File: config.mk
export PLATFORM = sky130hd
export DESIGN_NAME = seg_display_mux_flat
export DESIGN_NICKNAME = d
export VERILOG_FILES = /design/src/rtl/seg_display_mux_if.sv /design/src/rtl/seg_display_mux.sv /design/src/flat_wrapper.sv
export SDC_FILE = /design/constraint.sdc
export NUM_CORES = 1
export LEC_CHECK = 0
export ABC_AREA = 1
export CORE_ASPECT_RATIO = 1.2
export CORE_MARGIN = 5
export CORE_UTILIZATION = 55
export CTS_CLUSTER_DIAMETER = 150
export DETAILED_ROUTE_END_ITERATION = 7
export PLACE_DENSITY = 0.76
export SLEW_MARGIN = 25
export SYNTH_ARGS = -nofsm -noshare
export SYNTH_HDL_FRONTEND = slang
export SYNTH_SLANG_ARGS = --single-unit
File: constraint.sdc
create_clock -name clk -period 2.5 [get_ports clk]
set_input_delay 0.25 -clock clk [delete_from_list [all_inputs] [get_ports clk]]
set_output_delay 0.25 -clock clk [all_outputs]
set_load 0.02 [all_outputs]
File: src/rtl/seg_display_mux_if.sv
// Bus between the status encoder and the 3-digit 7-segment multiplexer.
// There is no valid/ready pair. The display samples digits_in once per frame, on the first edge of digit 0, and ignores it at every other edge.
interface seg_display_mux_if;
  logic [11:0] digits_in;
  logic [6:0]  seg;
  logic        dp;
  logic [2:0]  an;
  logic        frame_tick;
  logic        dbg_show;

  modport master (output digits_in, input seg, dp, an, frame_tick, dbg_show);
  modport slave  (input digits_in, output seg, dp, an, frame_tick, dbg_show);
endinterface

File: src/rtl/seg_display_mux.sv
// Multiplexed 3-digit hex 7-segment driver with per-slot anti-ghost blanking and a once-per-frame input latch.
// Optional feature: define SEG_HEARTBEAT_EN to blink the digit-0 decimal point every 128 frames.
module seg_display_mux #(
  parameter int DIGIT_CYCLES   = 100000,
  parameter int BLANK_CYCLES   = 2000,
  parameter bit SEG_ACTIVE_LOW = 1'b1,
  parameter bit AN_ACTIVE_LOW  = 1'b1
) (
  input logic              clk,
  input logic              rst_n,
  seg_display_mux_if.slave bus
);

  localparam int CW = (DIGIT_CYCLES > 1) ? $clog2(DIGIT_CYCLES) : 1;
  localparam logic [CW-1:0] CYC_LAST       = CW'(DIGIT_CYCLES - 1);
  localparam logic [CW-1:0] CYC_BLANK_LAST = CW'(BLANK_CYCLES - 1);
  localparam logic [6:0]    SEG_OFF = SEG_ACTIVE_LOW ? 7'h7F : 7'h00;
  localparam logic          DP_OFF  = SEG_ACTIVE_LOW ? 1'b1 : 1'b0;
  localparam logic [2:0]    AN_OFF  = AN_ACTIVE_LOW ? 3'b111 : 3'b000;

  typedef enum logic {ST_BLANK, ST_SHOW} state_t;

  state_t      state_q, state_d;
  logic [CW-1:0] cyc_q, cyc_d;
  logic [1:0]  digit_q, digit_d;
  logic [11:0] shadow_q, shadow_d;
  logic [2:0]  an_q, an_d;
  logic [6:0]  seg_q, seg_d;
  logic        dp_q, dp_d;
  logic        ft_q, ft_d;
  logic [3:0]  nibble;
  logic [2:0]  onehot;

  function automatic logic [6:0] hex_to_seg(input logic [3:0] h);
    case (h)
      4'h0: return 7'h3F;
      4'h1: return 7'h06;
      4'h2: return 7'h5B;
      4'h3: return 7'h4F;
      4'h4: return 7'h66;
      4'h5: return 7'h6D;
      4'h6: return 7'h7D;
      4'h7: return 7'h07;
      4'h8: return 7'h7F;
      4'h9: return 7'h6F;
      4'hA: return 7'h77;
      4'hB: return 7'h7C;
      4'hC: return 7'h39;
      4'hD: return 7'h5E;
      4'hE: return 7'h79;
      default: return 7'h71;
    endcase
  endfunction

`ifdef SEG_HEARTBEAT_EN
  logic [7:0] frame_cnt_q;

  always_ff @(posedge clk or negedge rst_n) begin
    if (!rst_n) begin
      frame_cnt_q <= 8'd0;
    end else if (ft_q) begin
      frame_cnt_q <= frame_cnt_q + 8'd1;
    end
  end
`endif

  always_comb begin
    cyc_d   = cyc_q + CW'(1);
    digit_d = digit_q;
    state_d = state_q;
    if (cyc_q == CYC_LAST) begin
      cyc_d   = '0;
      digit_d = (digit_q == 2'd2) ? 2'd0 : digit_q + 2'd1;
    end

    case (state_q)
      ST_BLANK: if (cyc_q == CYC_BLANK_LAST) state_d = ST_SHOW;
      ST_SHOW:  if (cyc_q == CYC_LAST)       state_d = ST_BLANK;
      default:  state_d = ST_BLANK;
    endcase

    // Decode from the value being latched this edge, so digit 0 never shows the previous frame's nibble.
    shadow_d = (cyc_q == '0 && digit_q == 2'd0) ? bus.digits_in : shadow_q;
    case (digit_q)
      2'd0:    nibble = shadow_d[3:0];
      2'd1:    nibble = shadow_d[7:4];
      default: nibble = shadow_d[11:8];
    endcase

    onehot = 3'b001 << digit_q;
    an_d   = AN_OFF;
    seg_d  = seg_q;
    if (state_q == ST_SHOW) begin
      an_d = AN_ACTIVE_LOW ? ~onehot : onehot;
    end else begin
      seg_d = SEG_ACTIVE_LOW ? ~hex_to_seg(nibble) : hex_to_seg(nibble);
    end

    ft_d = (digit_d == 2'd2) && (cyc_d == CYC_LAST);

    dp_d = DP_OFF;
`ifdef SEG_HEARTBEAT_EN
    if (state_q == ST_SHOW && digit_q == 2'd0 && frame_cnt_q[7]) dp_d = ~DP_OFF;
`endif
  end

  always_ff @(posedge clk or negedge rst_n) begin
    if (!rst_n) begin
      cyc_q    <= '0;
      digit_q  <= 2'd0;
      state_q  <= ST_BLANK;
      shadow_q <= 12'h000;
      an_q     <= AN_OFF;
      seg_q    <= SEG_OFF;
      dp_q     <= DP_OFF;
      ft_q     <= 1'b0;
    end else begin
      cyc_q    <= cyc_d;
      digit_q  <= digit_d;
      state_q  <= state_d;
      shadow_q <= shadow_d;
      an_q     <= an_d;
      seg_q    <= seg_d;
      dp_q     <= dp_d;
      ft_q     <= ft_d;
    end
  end

  assign bus.an         = an_q;
  assign bus.seg        = seg_q;
  assign bus.dp         = dp_q;
  assign bus.frame_tick = ft_q;
  assign bus.dbg_show   = (state_q == ST_SHOW);

endmodule

File: src/flat_wrapper.sv
// flat-port wrapper written by rule: the top's interface ports become plain ports
module seg_display_mux_flat 
#(
  parameter int DIGIT_CYCLES   = 100000,
  parameter int BLANK_CYCLES   = 2000,
  parameter bit SEG_ACTIVE_LOW = 1'b1,
  parameter bit AN_ACTIVE_LOW  = 1'b1
)
  (clk, rst_n, bus_digits_in, bus_seg, bus_dp, bus_an, bus_frame_tick, bus_dbg_show);
  seg_display_mux_if bus_i ();
  input logic clk;
  input logic rst_n;
  input wire logic [$bits(bus_i.digits_in)-1:0] bus_digits_in;
  output wire logic [$bits(bus_i.seg)-1:0] bus_seg;
  output wire logic [$bits(bus_i.dp)-1:0] bus_dp;
  output wire logic [$bits(bus_i.an)-1:0] bus_an;
  output wire logic [$bits(bus_i.frame_tick)-1:0] bus_frame_tick;
  output wire logic [$bits(bus_i.dbg_show)-1:0] bus_dbg_show;
  assign bus_i.digits_in = bus_digits_in;
  assign bus_seg = bus_i.seg;
  assign bus_dp = bus_i.dp;
  assign bus_an = bus_i.an;
  assign bus_frame_tick = bus_i.frame_tick;
  assign bus_dbg_show = bus_i.dbg_show;
  seg_display_mux #(.DIGIT_CYCLES(DIGIT_CYCLES), .BLANK_CYCLES(BLANK_CYCLES), .SEG_ACTIVE_LOW(SEG_ACTIVE_LOW), .AN_ACTIVE_LOW(AN_ACTIVE_LOW)) u_core (.clk(clk), .rst_n(rst_n), .bus(bus_i));
endmodule
Yosys cells after proc, flatten, opt, wreduce, memory -nomap -nowiden

Memories as Yosys holds them, arrays and structs flattened.
Cells that the tools add are included.

Register bits after elaboration: 43
Bits in latches: 0
Memory bits (writable): 0
Memory bits (read-only): 112
Input bits: 14
Output and inout port bits: 13
Logic and storage cells: 34
Memories: 1

$add $sub $neg: 2
$mul: 0
Div/mod/pow operators: 0
Order comparisons: 0
Equality and inequality tests: 6
Shift operators: 1
Multiplexer cells: 10
Bitwise logic cells: 3
Reduce and logical (&&, ||, !) cells: 4

Memories:

| memory          | depth | width | rd ports | clocked after memory_dff | wr ports | RTL line              | RTL |
|---|---|---|---|---|---|---|---|
| (no name shown) | 16    | 7     | 1        | 0                        | 0        | seg_display_mux.sv:35 | `case (h)` |

Operators with widths:

| cell                    | count |
|---|---|
| $eq A17 B17 Y1 const B  | 2 |
| $add A17 B1 Y17 const B | 1 |
| $eq A17 B11 Y1 const B  | 1 |
| $logic_not A17 Y1       | 1 |
| $mux W17                | 1 |
| $mux W12                | 1 |
| $pmux W4 S2             | 1 |
| $mux W7                 | 1 |
| $not A7 Y7              | 1 |
| $eq A2 B2 Y1 const B    | 2 |
| $mux W2                 | 2 |
| $mux W3                 | 1 |
| $not A3 Y3              | 1 |
| $shl A1 B2 Y3 const A   | 1 |
| $add A2 B1 Y2 const B   | 1 |
| $eq A2 B1 Y1 const B    | 1 |
| $logic_and A1 B1 Y1     | 2 |
| $logic_not A2 Y1        | 1 |
| $mux W1                 | 2 |
| $pmux W1 S2             | 1 |
| $not A1 Y1              | 1 |

Logic depth before layout (Yosys ltp)

Gate-level depths: netlist (run 1).
An unclocked memory read counts as a cell.

Word-level depth: 7
Mapped depth: 17
Gate-level depth less buffers: 17

Worst setup path after synthesis (run 1)

OpenSTA, ideal clock, no wires.

Path kind: register to register
From: reg u_core.cyc_q[0]
To: reg u_core.seg_q[3], in the netlist u_core.bus.seg[3]
Library setup time: 0.061 ns
Arrival time: 2.017 ns
Data required time: 2.439 ns
Slack: 0.422 ns
Stages on the path, launching flop included: 16
Buffers on the path: 0
Period minus slack after synthesis: 2.078 ns
Cells stage by stage: dfrtp_1 -> inv_1 -> ha_1 -> nand2_2 -> nor2_8 -> nand3_4 -> nand2_1 -> nand3_1 -> nand3_1 -> inv_1 -> ha_1 -> inv_1 -> nand2_1 -> nand3_1 -> nand3_1 -> nand2_1

Longest elaborated chain between the ends: 7

RTL lines:

| what                     | RTL line               | RTL |
|---|---|---|
| start: declaration       | seg_display_mux.sv:24  | `logic [CW-1:0] cyc_q, cyc_d;` |
| start signal: assignment | seg_display_mux.sv:118 | `cyc_q <= cyc_d;` |
| $logic_not A17 Y1        | seg_display_mux.sv:83  | `shadow_d = (cyc_q == '0 && digit_q == 2'd0) ? bus.digits_in : shadow_q;` |
| $logic_and A1 B1 Y1      | seg_display_mux.sv:83  |  |
| $mux W12                 | seg_display_mux.sv:83  |  |
| $pmux W4 S2              | seg_display_mux.sv:84  | `case (digit_q)` |
| $mem_v2 Z16 W7           | -                      |  |
| $mux W7                  | seg_display_mux.sv:93  | `if (state_q == ST_SHOW) begin` |
| $not A7 Y7               | seg_display_mux.sv:96  | `seg_d = SEG_ACTIVE_LOW ? ~hex_to_seg(nibble) : hex_to_seg(nibble);` |
| end signal: assignment   | seg_display_mux.sv:123 | `seg_q <= seg_d;` |
| end: declaration         | seg_display_mux.sv:28  | `logic [6:0] seg_q, seg_d;` |

Every way passes these cells. The select of a mux whose other input is x is not followed.
A chain may end at the register's enable or synchronous reset.

Final worst setup path (run 1)

From: reg u_core.cyc_q[0]
To: reg u_core.seg_q[0], in the netlist u_core.bus.seg[0]

The elaborated chain is that of the path after synthesis.

==> flow_summary.ini, run 1 <==
[setup_path]
critical_path_arrival_ns = 2.50
worstPathRequired_ns = 2.75
r2r-end = u_core.bus.seg[0]
r2r_slack_ns = 0.24
start_kind = flop
worstSetupEndpointType = flop
reg2reg_from = u_core.cyc_q[0]
rr_worst_depth = 17
cp_max_fo = 5
critPathKind = reg -> reg

[die]
start_util_pct = 57.0
die_x_um = 73.0
die_h_um = 85.6
die_area_sq_um = 6250
core_sq_um = 4590
rows = 27
io_pins = 27

[clock_network]
cts_made_buffers = 5
postCtsSetupRepairBufs = 0
ctsLongestPathBuffers = 2
cts.sinks = 43
cts_tree = yes
clk_latency_ns = 0.30
cts_root_buf = clkbuf_8
h-tree-depth = 2
clkTransAtPathRegs_ns = 0.08

[sta]
timing.final.crit_share_pct = 90.2
worstMarginPinSlew_ns = 0.544
rsz0062_at_grt = yes
hold_viol = 0
hold_ws_ns = 0.471
slew_violations = 0
max_freq_ghz = 0.443
relSlewSlack_pct = 63.8
finalWorstPathRequiredPeriod_ns = 2.26
fin_skew_ns = 0.00584
setup_viol = 0

[synth]
synth_seq_area_share_pct = 41.5
syn_inst = 351
syn_avg_cell_area_sq_um = 7.46
yosysWarningCount = 0
synthFlopType = dfrtp_1
synth-seq-cells = 43
ys_async_sr_fraction_pct = 100
synth.distinct_cells = 30
syn_area_sq_um = 2620
syn-num-nets = 373
synth-edff-count = 0

[run]
drv_cap = 0

[drt]
avgViaCountPerCell = 5.27
drt-initial-drc-count = 243
vias = 2351
dr.pass1.iters = 4
finalWirelength_um = 6020
wl_per_cell_um = 13.5
antenna_left = 0
drc = 0

[grt]
grtUsageTotal_pct = 21.1
grt_max_degree = 44
grt_pass1_vias = 2352
antenna_found_initial = 0
grt_pass1_wl_um = 10400
grt-ovfl-total = 0

[status]
outcome = complete, no violations

[pwr]
power_density_nw_per_um2 = 460
p_leak_nw = 1.66
total_power_mw = 1.43
irDropWorstVdd_mv = 0.321

[place]
port_buffers = 25
gp_congestion = 0.915
dp_hpwl_um = 4610

[cells_and_area]
areaGrowthSynthToFinish_pct = 18.8
layout_common_cells = nand2_1, inv_1, nor2_1
final_common_cell = nand2_1
final_nets = 409
drive_above_1_share_pct = 13.1
antenna_cells = 0

[hold_path]
hp-class = in -> async
## worst max path at each step
stage / from / endpoint / cells after the start
floorplan: u_core.cyc_q[0] / u_core.bus.seg[3] / 15
detailed placement: u_core.cyc_q[13] / u_core.bus.seg[4] / 12
finish: u_core.cyc_q[0] / u_core.bus.seg[0] / 17
global route: u_core.cyc_q[0] / u_core.bus.seg[4] / 13
CTS: u_core.cyc_q[12] / u_core.bus.seg[4] / 12
global placement: u_core.cyc_q[13] / u_core.bus.seg[4] / 12
## logic make-up (layout without fill, tap and decap cells)
group	count (synthesis)	after routing	share of synthesized area (%)
buf+inv	70	107	10.5
fa+ha+maj	8	8	3.82
compound gates	20	20	4.11
other cells	1	1	0.143
xor+xnor	3	3	1.00
simple gates	206	206	38.9
flops	43	43	41.5
## critical path, cell delays in order, from the launching register on
cell,delay (ns)
dfrtp_1,0.44
inv_1,0.10
ha_1,0.18
nand3_1,0.10
nor2_2,0.15
nand3_1,0.14
nand2_1,0.09
nand2_1,0.06
nor2_1,0.18
nor2_4,0.09
inv_1,0.12
ha_1,0.18
nand4_1,0.10
nand2_1,0.08
nand2_1,0.05
nand2_1,0.05
nand2_1,0.04
nand2_1,0.06
## synth_stat cells (2+ instances only)
library cell   n  area, sq um
nand2_1       84          315
inv_1         62          233
nor2_1        36          135
nand3_1       34          170
dfrtp_1       33          826
nand4_1       22          138
dfstp_2       10          263
a21oi_1        8         40.0
ha_1           8          100
and2_1         7         43.8
nor3_1         6         30.0
inv_2          5         18.8
o21ai_1        5         25.0
o21ai_0        4         20.0
nand3_2        3         30.0
nor2_2         3         18.8
nor2_8         3         60.1
xor2_1         3         26.3
nand2_2        2         12.5
nand3_4        2         35.0
o21bai_1       2         15.0
## through the flow
stage / setup WS [ns] / TNS, ns / instances / utilization (%) / cell area [sq um]
after floorplan: 0.422 / 0 / 351 / - / 2620
after detailed placement: 0.116 / 0 / 437 / 64.4 / 2960
after global placement: 0.185 / 0 / 437 / 64.4 / 2960
final: 0.244 / 0 / 446 / 67.7 / 3110
after CTS: 0.0606 / 0 / 445 / 67.0 / 3080
after global routing: -0.00593 / -0.00593 / 446 / 67.7 / 3110
## flip-flops by register name (all words and copies together) (netlist names)
register,flops
u_core.digit_q,2
u_core.cyc_q,17
u_core.shadow_q,12
u_core.bus.seg,7
u_core.bus.frame_tick,1
u_core.bus.an,3
u_core.bus.dbg_show,1
## final cells by class
class	count	area [sq um]
inverter	67	251
multi-input combinational	238	1280
clock inverter	2	35.0
timing repair buffer	32	303
clock buffer	6	82.6
fill	416	1480
sequential	43	1090
tap	58	72.6
## power breakdown
group	switching, mW	internal, mW
Combinational	0.0761	0.0591
Clock	0.244	0.323
Sequential	0.00735	0.722
Total	0.327	1.10
## what timing repair did
item / in CTS / in global routing
hold buffers: 0 / 1
resized for setup: 0 / 7
setup endpoints to repair: 0 / 8
endpoints found under the hold margin: 0 / 33
## routing by layer
layer  part of all wire (%)  wire (um)  vias up  GRT usage, %
li1                       -          -     1176             -
met3                    4.6        275       15          4.22
met2                     52       3110       57          36.7
met5                      0          0        -             0
met4                    3.1        186        0          9.56
met1                     41       2450     1103          24.6
Note: power is estimated with default switching activity, not from simulation.
==> run 2: changes to the inputs <==
--- a/config.mk
+++ b/config.mk
@@ -6,6 +6,7 @@
 export NUM_CORES = 1
 export LEC_CHECK = 0
 export ABC_AREA = 1
+export CAP_MARGIN = 15
 export CORE_ASPECT_RATIO = 1.2
 export CORE_MARGIN = 5
 export CORE_UTILIZATION = 55
==> results of run 2 <==
Same layout as run 1: the final DEF is identical, and so are final timing and power.
